--- src/rtl/i2s_pkg.sv ---
// Shared types and helpers for the stereo I2S transmitter.
package i2s_pkg;

  typedef enum logic {
    I2S_PHILIPS = 1'b0,
    I2S_LJ      = 1'b1
  } i2s_mode_e;

  // clk cycles in one stereo frame (two slots of SLOT_W bit clocks each)
  function automatic int unsigned frame_clks(input int unsigned slot_w,
                                             input int unsigned bclk_div);
    return 2 * slot_w * bclk_div;
  endfunction

endpackage

--- src/rtl/i2s_bclk_gen.sv ---
// Bit-clock and frame timing: divides clk into BCLK periods, counts bit slots
// across a stereo frame and produces registered bclk/lrclk plus frame strobes.
module i2s_bclk_gen #(
  parameter int SLOT_W   = 32,
  parameter int BCLK_DIV = 14,
  localparam int DW      = $clog2(BCLK_DIV),
  localparam int BW      = $clog2(2 * SLOT_W)
) (
  input  logic          clk,
  input  logic          reset,
  output logic [BW-1:0] bit_cnt_nxt,
  output logic          bit_adv,
  output logic          frame_load,
  output logic          frame_start,
  output logic          bclk,
  output logic          lrclk
);

  localparam logic [DW-1:0] DIV_LAST = DW'(BCLK_DIV - 1);
  localparam logic [DW-1:0] DIV_HALF = DW'(BCLK_DIV / 2);
  localparam logic [BW-1:0] BIT_LAST = BW'(2 * SLOT_W - 1);
  localparam logic [BW-1:0] SLOT_LEN = BW'(SLOT_W);

  logic [DW-1:0] div_cnt_q, div_cnt_d;
  logic [BW-1:0] bit_cnt_q, bit_cnt_d;
  logic          bclk_q, bclk_d;
  logic          lrclk_q, lrclk_d;
  logic          frame_start_q, frame_start_d;

  // bit_adv marks the last clk of a BCLK period; the next clk is the falling edge
  always_comb begin
    bit_adv       = (div_cnt_q == DIV_LAST);
    bit_cnt_nxt   = (bit_cnt_q == BIT_LAST) ? '0 : bit_cnt_q + BW'(1);
    frame_load    = bit_adv && (bit_cnt_q == BIT_LAST);
    div_cnt_d     = bit_adv ? '0 : div_cnt_q + DW'(1);
    bit_cnt_d     = bit_adv ? bit_cnt_nxt : bit_cnt_q;
    bclk_d        = (div_cnt_d >= DIV_HALF);
    lrclk_d       = (bit_cnt_d >= SLOT_LEN);
    frame_start_d = frame_load;
  end

  always_ff @(posedge clk) begin
    if (reset) begin
      div_cnt_q     <= '0;
      bit_cnt_q     <= '0;
      bclk_q        <= 1'b0;
      lrclk_q       <= 1'b0;
      frame_start_q <= 1'b0;
    end else begin
      div_cnt_q     <= div_cnt_d;
      bit_cnt_q     <= bit_cnt_d;
      bclk_q        <= bclk_d;
      lrclk_q       <= lrclk_d;
      frame_start_q <= frame_start_d;
    end
  end

  assign bclk        = bclk_q;
  assign lrclk       = lrclk_q;
  assign frame_start = frame_start_q;

endmodule

--- src/rtl/i2s_stereo_tx.sv ---
// Stereo I2S / left-justified transmitter: one-entry sample buffer, per-frame
// sample latch with mute and underrun handling, and registered serial data.
module i2s_stereo_tx
  import i2s_pkg::*;
#(
  parameter int SAMPLE_W = 16,
  parameter int SLOT_W   = 32,
  parameter int BCLK_DIV = 14
) (
  input  logic                clk,
  input  logic                reset,
  input  logic                sample_valid,
  output logic                sample_ready,
  input  logic [SAMPLE_W-1:0] sample_left,
  input  logic [SAMPLE_W-1:0] sample_right,
  input  logic                mode,
  input  logic                mute,
  output logic                i2s_audio_en,
  output logic                i2s_audio_din,
  output logic                i2s_audio_lrclk,
  output logic                i2s_audio_bclk,
  output logic                frame_start,
  output logic                underrun
);

  localparam int BW = $clog2(2 * SLOT_W);
  localparam logic [BW-1:0]       SLOT_LEN = BW'(SLOT_W);
  localparam logic [BW-1:0]       DATA_LEN = BW'(SAMPLE_W);
  localparam logic [SAMPLE_W-1:0] MSB_ONE  = {1'b1, {(SAMPLE_W-1){1'b0}}};

  if (SLOT_W < SAMPLE_W + 1) begin : g_bad_slot
    $error("i2s_stereo_tx: SLOT_W must be at least SAMPLE_W+1");
  end
  if ((BCLK_DIV < 2) || (BCLK_DIV % 2 != 0)) begin : g_bad_div
    $error("i2s_stereo_tx: BCLK_DIV must be even and at least 2");
  end

  logic [BW-1:0] bit_cnt_nxt;
  logic          bit_adv;
  logic          frame_load;

  i2s_bclk_gen #(
    .SLOT_W   (SLOT_W),
    .BCLK_DIV (BCLK_DIV)
  ) u_bclk_gen (
    .clk         (clk),
    .reset       (reset),
    .bit_cnt_nxt (bit_cnt_nxt),
    .bit_adv     (bit_adv),
    .frame_load  (frame_load),
    .frame_start (frame_start),
    .bclk        (i2s_audio_bclk),
    .lrclk       (i2s_audio_lrclk)
  );

  logic                buf_full_q, buf_full_d;
  logic [SAMPLE_W-1:0] buf_left_q, buf_left_d;
  logic [SAMPLE_W-1:0] buf_right_q, buf_right_d;
  logic [SAMPLE_W-1:0] tx_left_q, tx_left_d;
  logic [SAMPLE_W-1:0] tx_right_q, tx_right_d;
  i2s_mode_e           mode_q, mode_d;
  logic                din_q, din_d;
  logic                underrun_q, underrun_d;
  logic                en_q, en_d;
  logic                sample_accept;

  // Handshake: a pair transfers on any clk with sample_valid && sample_ready;
  // sample_ready is simply "buffer empty", so valid while not ready is ignored
  // and the source need not hold data. A load on the accept clk still sees empty.
  always_comb begin
    sample_accept = sample_valid && !buf_full_q;
    buf_full_d    = buf_full_q;
    buf_left_d    = buf_left_q;
    buf_right_d   = buf_right_q;
    tx_left_d     = tx_left_q;
    tx_right_d    = tx_right_q;
    mode_d        = mode_q;
    underrun_d    = 1'b0;
    en_d          = en_q | frame_load;
    if (frame_load) begin
      mode_d = i2s_mode_e'(mode);
      if (mute) begin
        tx_left_d  = '0;
        tx_right_d = '0;
      end else if (buf_full_q) begin
        tx_left_d  = buf_left_q;
        tx_right_d = buf_right_q;
        buf_full_d = 1'b0;
      end else begin
        underrun_d = 1'b1;
      end
    end
    if (sample_accept) begin
      buf_full_d  = 1'b1;
      buf_left_d  = sample_left;
      buf_right_d = sample_right;
    end
  end

  logic [BW-1:0]       slot_pos;
  logic [BW-1:0]       data_pos;
  logic [SAMPLE_W-1:0] word;
  logic                in_data;
  logic                serial_bit;

  // din is computed for the upcoming bit slot so it changes on the BCLK fall
  always_comb begin
    slot_pos = bit_cnt_nxt;
    word     = tx_left_d;
    if (bit_cnt_nxt >= SLOT_LEN) begin
      slot_pos = bit_cnt_nxt - SLOT_LEN;
      word     = tx_right_d;
    end
    data_pos   = (mode_d == I2S_LJ) ? slot_pos : slot_pos - BW'(1);
    in_data    = ((mode_d == I2S_LJ) || (slot_pos != '0)) && (data_pos < DATA_LEN);
    serial_bit = in_data && |(word & (MSB_ONE >> data_pos));
    din_d      = bit_adv ? serial_bit : din_q;
  end

  always_ff @(posedge clk) begin
    if (reset) begin
      buf_full_q  <= 1'b0;
      buf_left_q  <= '0;
      buf_right_q <= '0;
      tx_left_q   <= '0;
      tx_right_q  <= '0;
      mode_q      <= I2S_PHILIPS;
      din_q       <= 1'b0;
      underrun_q  <= 1'b0;
      en_q        <= 1'b0;
    end else begin
      buf_full_q  <= buf_full_d;
      buf_left_q  <= buf_left_d;
      buf_right_q <= buf_right_d;
      tx_left_q   <= tx_left_d;
      tx_right_q  <= tx_right_d;
      mode_q      <= mode_d;
      din_q       <= din_d;
      underrun_q  <= underrun_d;
      en_q        <= en_d;
    end
  end

  assign sample_ready  = !buf_full_q;
  assign i2s_audio_din = din_q;
  assign i2s_audio_en  = en_q;
  assign underrun      = underrun_q;

endmodule

--- config.mk ---
export PLATFORM = sky130hd
export DESIGN_NAME = i2s_stereo_tx
export DESIGN_NICKNAME = d
export VERILOG_FILES = /design/src/rtl/i2s_pkg.sv /design/src/rtl/i2s_bclk_gen.sv /design/src/rtl/i2s_stereo_tx.sv
export SDC_FILE = /design/constraint.sdc
export NUM_CORES = 1
export LEC_CHECK = 0
export ABC_AREA = 0
export CORE_ASPECT_RATIO = 0.5
export CORE_MARGIN = 5
export CORE_UTILIZATION = 51
export DETAILED_ROUTE_END_ITERATION = 16
export PLACE_DENSITY_LB_ADDON = 0.08
export REMOVE_ABC_BUFFERS = 1
export SLEW_MARGIN = 20
export SYNTH_ARGS = -nofsm -noshare
export SYNTH_HDL_FRONTEND = slang
export SYNTH_HIERARCHICAL = 1
export SYNTH_SLANG_ARGS = --single-unit
--- constraint.sdc ---
create_clock -name clk -period 2.5 [get_ports clk]
set_input_delay 0.5 -clock clk [delete_from_list [all_inputs] [get_ports clk]]
set_output_delay 0.5 -clock clk [all_outputs]
set_load 0.03 [all_outputs]
==> flow_summary.ini, run 1 <==
[synthesis]
asyncSetResetFlopFracSynth_pct = 0
list_of_most_frequent_post_synthesis_cells = nand2_1, dfxtp_1, a21oi_1
ys_warn_count = 6
synthDominantCellAreaShare_pct = 40.4
number_of_enable_type_register_cells_in_the_synthesized_netlist = 0
postSynth.topFlopCell = dfxtp_1
netlist-cell-type-count = 71
postSynthCellCount = 498
leading_cell_types_by_total_area_after_synthesis = dfxtp_1, nand2_1, a21oi_1
synth_most_common_cell = nand2_1
sequential_element_share_of_the_synthesized_area_pct = 40.4
netlist_area_mm2 = 0.00406
post-synth-top-area-cell = dfxtp_1
post_synth.cell_area_avg_um2 = 8.15
postSynthRegisterBits = 82

[die]
initial_utilization_pct = 51.5
io-pin-count = 44
design.die.area_mm2 = 0.00995
core_area_mm2 = 0.00789
height_of_the_chip_um = 73.1
die-width_um = 136
total_number_of_placement_rows = 23

[place]
hpwl_um = 6940
placement.setup.worst_slack_ns = -0.0888
finalWeightedCongestion = 0.849
place.port_buffers = 43
placement.cell_area_mm2 = 0.00489

[critical_path]
critical_path.startpoint_type = flip-flop
worst-endpoint-arrival_ns = 2.61
path_max_fanout = 4
critical_path_required_ns = 2.72
classification_of_the_worst_setup_path = reg2reg
critPathCaptureType = flip-flop
reg2regPathDepth = 12

[cts]
cts_root_buffer = clkbuf_16
tritoncts_num_sinks = 82
clockBufferDepth = 2
worstSkewPairLatency_ns = 0.34
htree_levels = 3
cts_inserted_buffers = 9
tritoncts = done
clkTransAtPathRegs_ns = 0.06

[power_and_ir_drop]
clkPwrFrac_pct = 46.9
netSwitchingFraction_pct = 22.2
power_report.internal_total_mw = 2.35
powerDensity_mw_per_mm2 = 571
p_switching_uw = 670
seq_power_share_pct = 45.2
power.ir.vdd_worst_mv = 0.398
power.share.combinational_pct = 7.9
p_leak_nw = 1.92
power_mw = 3.02

[grt]
grt_max_degree = 83
track_usage_pct = 21.6
grt_antenna_before_repair = 0
wire_length_of_the_first_global_routing_pass_um = 17000
globalRouteOverflowTotal = 0
grt_pass1_vias = 3450

[layout]
layout.cell_area.non_filler_mm2 = 0.00530
fillCellCount = 689
drive_above_1_share_pct = 19.7
multi_input_comb_area_mm2 = 0.00226
sequential_cell_area_mm2 = 0.00164
design.final.nets = 605
antenna-diode-count = 0
flow.area_growth_from_synthesis_pct = 30.5

[drt]
drtAntennaViolNets = 0
drt_pass1_iterations = 5
route.detailed.vias_per_inst = 5.49
route.final.wire_length_um = 10300
detailedRoute.firstIterationViolations = 273
wl_per_cell_um = 15.1
route.detailed.drc = 0
via_count = 3739

[timing]
final.min_clock_period_ns = 2.39
total_negative_setup_slack_ns = 0
finalMaxSlewViolations = 0
final-setup-viol-count = 0
tightest_slew_ns = 0.481
worst_max_slew_margin_expressed_relative_to_the_limit_pct = 67.9
finalClockSkew_ns = 0.00447
number_of_hold_violations_in_the_final_report = 0
layout_setup_ws_ns = 0.110
period_share_pct = 95.6
max_clock_freq_ghz = 0.418

[hold_path]
holdPathStages = 2
timing.hold.worst.class = reg2reg

[job]
number_of_max_cap_violations = 0

[run_status]
status = finished, final reports clean
==> registers in the layout, summed over array words and instances, names as in the netlist <==
register                count
buf_full_q                  1
buf_left_q                 16
buf_right_q                16
i2s_audio_din               1
i2s_audio_en                1
mode_q                      1
tx_left_q                  16
tx_right_q                 16
u_bclk_gen/bclk             1
u_bclk_gen/bit_cnt_q        6
u_bclk_gen/div_cnt_q        4
u_bclk_gen/frame_start      1
u_bclk_gen/lrclk            1
underrun                    1
==> worst paths after layout <==
kind	start	to	slack (ns)
max	u_bclk_gen/bit_cnt_q[1]	i2s_audio_din	0.11
min	buf_left_q[15]	buf_left_q[15]	0.46
max reg2reg	u_bclk_gen/bit_cnt_q[1]	i2s_audio_din	0.11
min reg2reg	buf_left_q[15]	buf_left_q[15]	0.46
==> layer usage <==
layer  track usage (%)  share of wire, %
met1              30.0                51
met2              34.0                44
met3              5.72               4.7
met4              4.58              0.74
met5                 0                 0
==> kinds of logic after synthesis <==
| group | Yosys count | synth area share, % |
|---|---|---|
| muxes | 6 | 1.94 |
| xor gates and xnor gates | 4 | 0.863 |
| AOI/OAI and AO/OA | 148 | 25.8 |
| buffers and inverters | 56 | 6.13 |
| and+or+nand+nor | 199 | 23.9 |
| DFF | 82 | 40.4 |
| adders and majority gates | 3 | 0.925 |
==> through the flow <==
| step | hold slack (ns) | utilization [%] | cells |
|---|---|---|---|
| after global placement | 0.439 | 62.0 | 665 |
| final | 0.456 | 67.2 | 681 |
| after global routing | 0.472 | 67.2 | 681 |
| after detailed placement | 0.449 | 62.0 | 665 |
| after CTS | 0.457 | 66.3 | 680 |
| after floorplan | 0.426 | - | 457 |
==> what timing repair did <==
| action | 4_1_cts | 5_1_grt |
|---|---|---|
| gates resized for setup | 4 | 15 |
| setup endpoints to repair | 1 | 1 |
| gates cloned | 0 | 0 |
| buffers inserted | 0 | 1 |
| pin swaps | 0 | 5 |
| hold buffers | 0 | 0 |
==> worst max-delay path, stage by stage (launching register included) <==
cell and delay (ns):
dfxtp_1 0.38, ha_4 0.18, nand2_2 0.06, nor2_2 0.12
nor2_2 0.06, inv_1 0.11, buf_4 0.13, ha_2 0.21
a21boi_2 0.07, or2_2 0.34, o21bai_1 0.17, nor4_1 0.33
o211ai_2 0.12
==> power groups by stage <==
stage               sequential, mW  clock (mW)  combinational [mW]
floorplan                     1.40           0              0.0809
CTS                           1.37        1.45               0.239
global placement              1.39           0               0.235
finish                        1.37        1.42               0.239
global route                  1.37        1.51               0.263
detailed placement            1.39           0               0.238
==> final cells by class <==
type                       instances  share of cell area (%)
multi-input combinational        360                    42.6
sequential                        82                    31.0
clock inverter                     5                    1.49
inverter                          15                    1.06
tap                              112                    2.64
timing repair buffer              97                    16.7
clock buffer                      10                    4.51
==> cells in the final DEF (no fill, tap or decap), types with 3 or more instances in the layout <==
master,instances
or2_2,3
a32oi_1,5
a31oi_1,6
nand2_1,92
a2111o_1,3
a32o_1,13
o2111ai_1,5
nand3_1,9
nand4b_1,6
nor3_1,3
a21oi_1,69
buf_4,49
dfxtp_1,82
nor2b_1,8
nand2b_1,12
clkdlybuf4s50_1,42
o21ai_0,5
and4b_1,3
nor2_1,33
clkbuf_16,9
a211oi_1,9
buf_12,4
o211ai_1,6
nor2_2,5
inv_1,15
Note: power is estimated with default switching activity, not from simulation.
==> inputs of run 2 (changes only) <==
--- a/config.mk
+++ b/config.mk
@@ -10,7 +10,8 @@
 export CORE_MARGIN = 5
 export CORE_UTILIZATION = 51
 export DETAILED_ROUTE_END_ITERATION = 16
-export PLACE_DENSITY_LB_ADDON = 0.08
+export GPL_TIMING_DRIVEN = 1
+export PLACE_DENSITY = 0.76
 export REMOVE_ABC_BUFFERS = 1
 export SLEW_MARGIN = 20
 export SYNTH_ARGS = -nofsm -noshare
==> flow_summary.ini, run 2 (synthesis gave the netlist of run 1 again) <==
[run_status]
status = finished, final reports clean

[hold_path]
timing.hold.worst.class = reg2reg

[layout]
fillCellCount = 642
flow.area_growth_from_synthesis_pct = 31.5
most_frequent_standard_cell_in_the_layout_excluding_fill_and_tap_cells = nand2_1
design.final.nets = 605
sequential_cell_area_mm2 = 0.00164
multi_input_comb_area_mm2 = 0.00229
mostFrequentLayoutCells = nand2_1, dfxtp_1, a21oi_1
layout.cell_area.non_filler_mm2 = 0.00534
drive_above_1_share_pct = 20.7
antenna-diode-count = 0
instances_no_fill = 682

[drt]
via_count = 3880
drtAntennaViolNets = 0
route.final.wire_length_um = 10700
detailedRoute.firstIterationViolations = 448
drt_pass1_iterations = 5
route.detailed.vias_per_inst = 5.69
route.detailed.drc = 0
wl_per_cell_um = 15.8

[die]
design.die.area_mm2 = 0.00995
total_number_of_placement_rows = 23
height_of_the_chip_um = 73.1
core_area_mm2 = 0.00789
die-width_um = 136
initial_utilization_pct = 51.5
io-pin-count = 44

[place]
placed_cells_incl_taps = 665
place.port_buffers = 43
finalWeightedCongestion = 0.891
placement.cell_area_mm2 = 0.00488
hpwl_um = 6970

[cts]
htree_levels = 3
cts_inserted_buffers = 9
clkTransAtPathRegs_ns = 0.06
tritoncts_num_sinks = 82
cts_root_buffer = clkbuf_16
clockBufferDepth = 2
tritoncts = done
worstSkewPairLatency_ns = 0.35
postCtsHoldBufs = 0

[grt]
grt_max_degree = 83
grt_pass1_vias = 3709
grt_antenna_before_repair = 0
wire_length_of_the_first_global_routing_pass_um = 17600
globalRouteOverflowTotal = 0
track_usage_pct = 22.3

[critical_path]
critical_path.startpoint_type = flip-flop
worst-endpoint-arrival_ns = 2.63
path_max_fanout = 5
classification_of_the_worst_setup_path = reg2reg
critPathCaptureType = flip-flop
critical_path_required_ns = 2.73

[timing]
fin_worst_hold_slack_ns = 0.455
period_share_pct = 96.1
tightest_slew_ns = 0.581
number_of_hold_violations_in_the_final_report = 0
max_clock_freq_ghz = 0.416
final-setup-viol-count = 0
final.min_clock_period_ns = 2.40
finalMaxSlewViolations = 0
finalClockSkew_ns = 0.00496
worst_max_slew_margin_expressed_relative_to_the_limit_pct = 61.2

[power_and_ir_drop]
p_leak_nw = 1.93
power_mw = 3.01
power.ir.vdd_worst_mv = 0.409
powerDensity_mw_per_mm2 = 564

[job]
number_of_max_cap_violations = 0
run 2: changes by cell type in the layout (fill, tap and decap cells not counted), moves of 2 or more:
cell      delta
dfxtp_2      +2
buf_6        +2
clkbuf_8     +3
o311ai_1     -2
dfxtp_1      -2
run 2: routing by layer:
| metal | vias to the layer above | share of wire [%] | GRT usage, % |
|---|---|---|---|
| met4 | 0 | 1.7 | 7.82 |
| met3 | 17 | 6.0 | 5.65 |
| met5 | - | 0 | 0 |
| met1 | 1837 | 46 | 30.0 |
| met2 | 120 | 46 | 34.9 |
| li1 | 1906 | - | - |
run 2: final cells by class:
cell class,count,area share [%]
multi-input combinational,360,43.0
sequential,82,30.8
timing repair buffer,97,16.5
clock buffer,13,5.25
tap,112,2.62
inverter,15,1.05
clock inverter,3,0.820
run 2: power by group:
group / leakage, nW / switching [mW] / internal (mW) / total [mW]
clock: 0.162 / 0.525 / 0.884 / 1.41
sequential: 0.667 / 0.0229 / 1.34 / 1.37
combinational: 1.10 / 0.126 / 0.112 / 0.239
run 2: stage by stage:
step | util, % | setup TNS (ns) | worst slack, ns
2_1_floorplan | - | -14.58 | -1.17
3_3_place_gp | 61.9 | -0.0447 | -0.0447
3_5_place_dp | 61.9 | -0.0600 | -0.0600
4_1_cts | 66.2 | 0 | 0.00408
5_1_grt | 67.7 | -0.0419 | -0.0419
6_report | 67.7 | 0 | 0.0975
run 2: worst paths after layout:
| check | endpoint | slack, ns | from | cells after the start |
|---|---|---|---|---|
| worst min-delay path | tx_right_q[13] | 0.46 | tx_right_q[13] | 2 |
| worst max-delay path | i2s_audio_din | 0.1 | u_bclk_gen/bit_cnt_q[0] | 9 |
| worst max register to register | i2s_audio_din | 0.1 | u_bclk_gen/bit_cnt_q[0] | 9 |
| worst min register to register | tx_right_q[13] | 0.46 | tx_right_q[13] | 2 |
run 2: what timing repair did:
item | CTS | global route
setup buffers | 0 | 1
pin swaps | 1 | 5
resized for setup | 4 | 23
endpoints found under the hold margin | 0 | 0
gates cloned | 0 | 0
endpoints found under the setup margin | 1 | 1
run 2: critical path, stage by stage (launching register included):
cell,delay (ns)
dfxtp_1,0.40
ha_4,0.19
nand3_2,0.11
nor2_4,0.25
mux2i_4,0.32
mux2_2,0.43
o31ai_1,0.09
a21oi_1,0.08
nor4_2,0.31
o211ai_2,0.11
==> inputs of run 3 (changes only) <==
--- a/config.mk
+++ b/config.mk
@@ -8,10 +8,10 @@
 export ABC_AREA = 0
 export CORE_ASPECT_RATIO = 0.5
 export CORE_MARGIN = 5
-export CORE_UTILIZATION = 51
+export CORE_UTILIZATION = 50
 export DETAILED_ROUTE_END_ITERATION = 16
 export GPL_TIMING_DRIVEN = 1
-export PLACE_DENSITY = 0.76
+export PLACE_DENSITY = 0.75
 export REMOVE_ABC_BUFFERS = 1
 export SLEW_MARGIN = 20
 export SYNTH_ARGS = -nofsm -noshare
==> flow_summary.ini, run 3 (synthesis gave the netlist of run 1 again) <==
[run_status]
status = finished, final reports clean

[critical_path]
classification_of_the_worst_setup_path = reg2reg
critical_path_required_ns = 2.77
path_max_fanout = 5
worst-endpoint-arrival_ns = 2.67
critPathCaptureType = flip-flop
critical_path.startpoint_type = flip-flop

[drt]
route.final.wire_length_um = 10400
route.detailed.vias_per_inst = 5.57
route.detailed.drc = 0
detailedRoute.firstIterationViolations = 349
via_count = 3841
wl_per_cell_um = 15.0
drtAntennaViolNets = 0
drt_pass1_iterations = 5

[hold_path]
timing.hold.worst.class = reg2reg

[job]
number_of_max_cap_violations = 0

[grt]
grt_antenna_before_repair = 0
gr-usage-met2_pct = 31.7
wire_length_of_the_first_global_routing_pass_um = 17300
globalRouteOverflowTotal = 0
groute.layer.met3.usage_pct = 6.02
grt_pass1_vias = 3548
track_usage_pct = 21.5
busiest_layer = met2
grt_use_met1_pct = 30.3
grt_max_degree = 43

[place]
finalWeightedCongestion = 0.873
placement.setup.worst_slack_ns = -0.0999
placed_cells_incl_taps = 673
placement.cell_area_mm2 = 0.00494
place.port_buffers = 43
hpwl_um = 7220

[cts]
clockBufferDepth = 2
clkTransAtPathRegs_ns = 0.06
postCtsSetupBuffers = 0
worstSkewPairLatency_ns = 0.34
tritoncts_num_sinks = 82
cts_inserted_buffers = 9
cts_root_buffer = clkbuf_16
postCtsHoldBufs = 0
tritoncts = done
htree_levels = 3

[die]
initial_utilization_pct = 51.1
die-width_um = 137
height_of_the_chip_um = 73.7
total_number_of_placement_rows = 23
core_area_mm2 = 0.00794
io-pin-count = 44
design.die.area_mm2 = 0.0101

[timing]
final.min_clock_period_ns = 2.39
finalClockSkew_ns = 0.00365
max_clock_freq_ghz = 0.418
fin_worst_hold_slack_ns = 0.455
finalMaxSlewViolations = 0
total_negative_setup_slack_ns = 0
final-setup-viol-count = 0
period_share_pct = 95.7
tightest_slew_ns = 0.459
layout_setup_ws_ns = 0.108
worst_max_slew_margin_expressed_relative_to_the_limit_pct = 69.0
number_of_hold_violations_in_the_final_report = 0
grt_setup_unrepaired = no

[layout]
most_frequent_standard_cell_in_the_layout_excluding_fill_and_tap_cells = nand2_1
mostFrequentLayoutCells = nand2_1, dfxtp_1, a21oi_1
instances_no_fill = 690
drive_above_1_share_pct = 20.6
antenna-diode-count = 0
layout.cell_area.non_filler_mm2 = 0.00530
design.final.nets = 613
finalCoreUtilization_pct = 66.8
flow.area_growth_from_synthesis_pct = 30.6

[power_and_ir_drop]
p_leak_nw = 1.92
power.ir.vdd_worst_mv = 0.355
power_mw = 2.81
powerDensity_mw_per_mm2 = 530
==> run 3: changes by cell type in the layout (fill, tap and decap cells not counted), sizes merged <==
cell,delta
buf,+8
clkinvlp,+2
bufinv,-1
clkinv,+2
clkbuf,-2
inv,-1
==> run 3: layout make-up <==
class / count / area, um^2
multi-input cells: 360 / 2260
fillers: 680 / 2640
clock buffers: 11 / 243
flip-flops and latches: 82 / 1640
inverters: 15 / 56.3
repair buffers: 105 / 926
well taps: 112 / 140
clock inverters: 5 / 30.0
==> run 3: worst paths after layout <==
| kind | startpoint | slack [ns] | cells after the start | end |
|---|---|---|---|---|
| worst max-delay path | u_bclk_gen/bit_cnt_q[0] | 0.11 | 13 | i2s_audio_din |
| worst min-delay path | buf_right_q[12] | 0.45 | 2 | buf_right_q[12] |
| worst max register to register | u_bclk_gen/bit_cnt_q[0] | 0.11 | 13 | i2s_audio_din |
| worst min register to register | buf_right_q[12] | 0.45 | 2 | buf_right_q[12] |
==> run 3: critical path, stage by stage (launching register included) <==
cell and delay, ns:
dfxtp_2 0.34, ha_4 0.17, nand2_1 0.12, nor2_4 0.05, nor2_2 0.11, inv_1 0.09
ha_4 0.25, or3b_1 0.36, mux2i_2 0.21, buf_4 0.16, o211ai_1 0.15, o311ai_2 0.13
o211ai_2 0.12, o211ai_2 0.07
==> run 3: report_power, final <==
group	internal, mW	switching, mW
combinational	0.109	0.121
clock	0.694	0.520
sequential	1.34	0.0240
==> run 3: repair_timing <==
item | CTS | global route
gates cloned | 0 | 1
pin swaps | 2 | 4
resized for setup | 8 | 13
endpoints found under the setup margin | 1 | 1
==> run 3: per-layer routing <==
metal	wire length (um)	part of all wire, %
met5	0	0
met1	4990	48
met3	582	5.6
met2	4600	44
met4	181	1.7
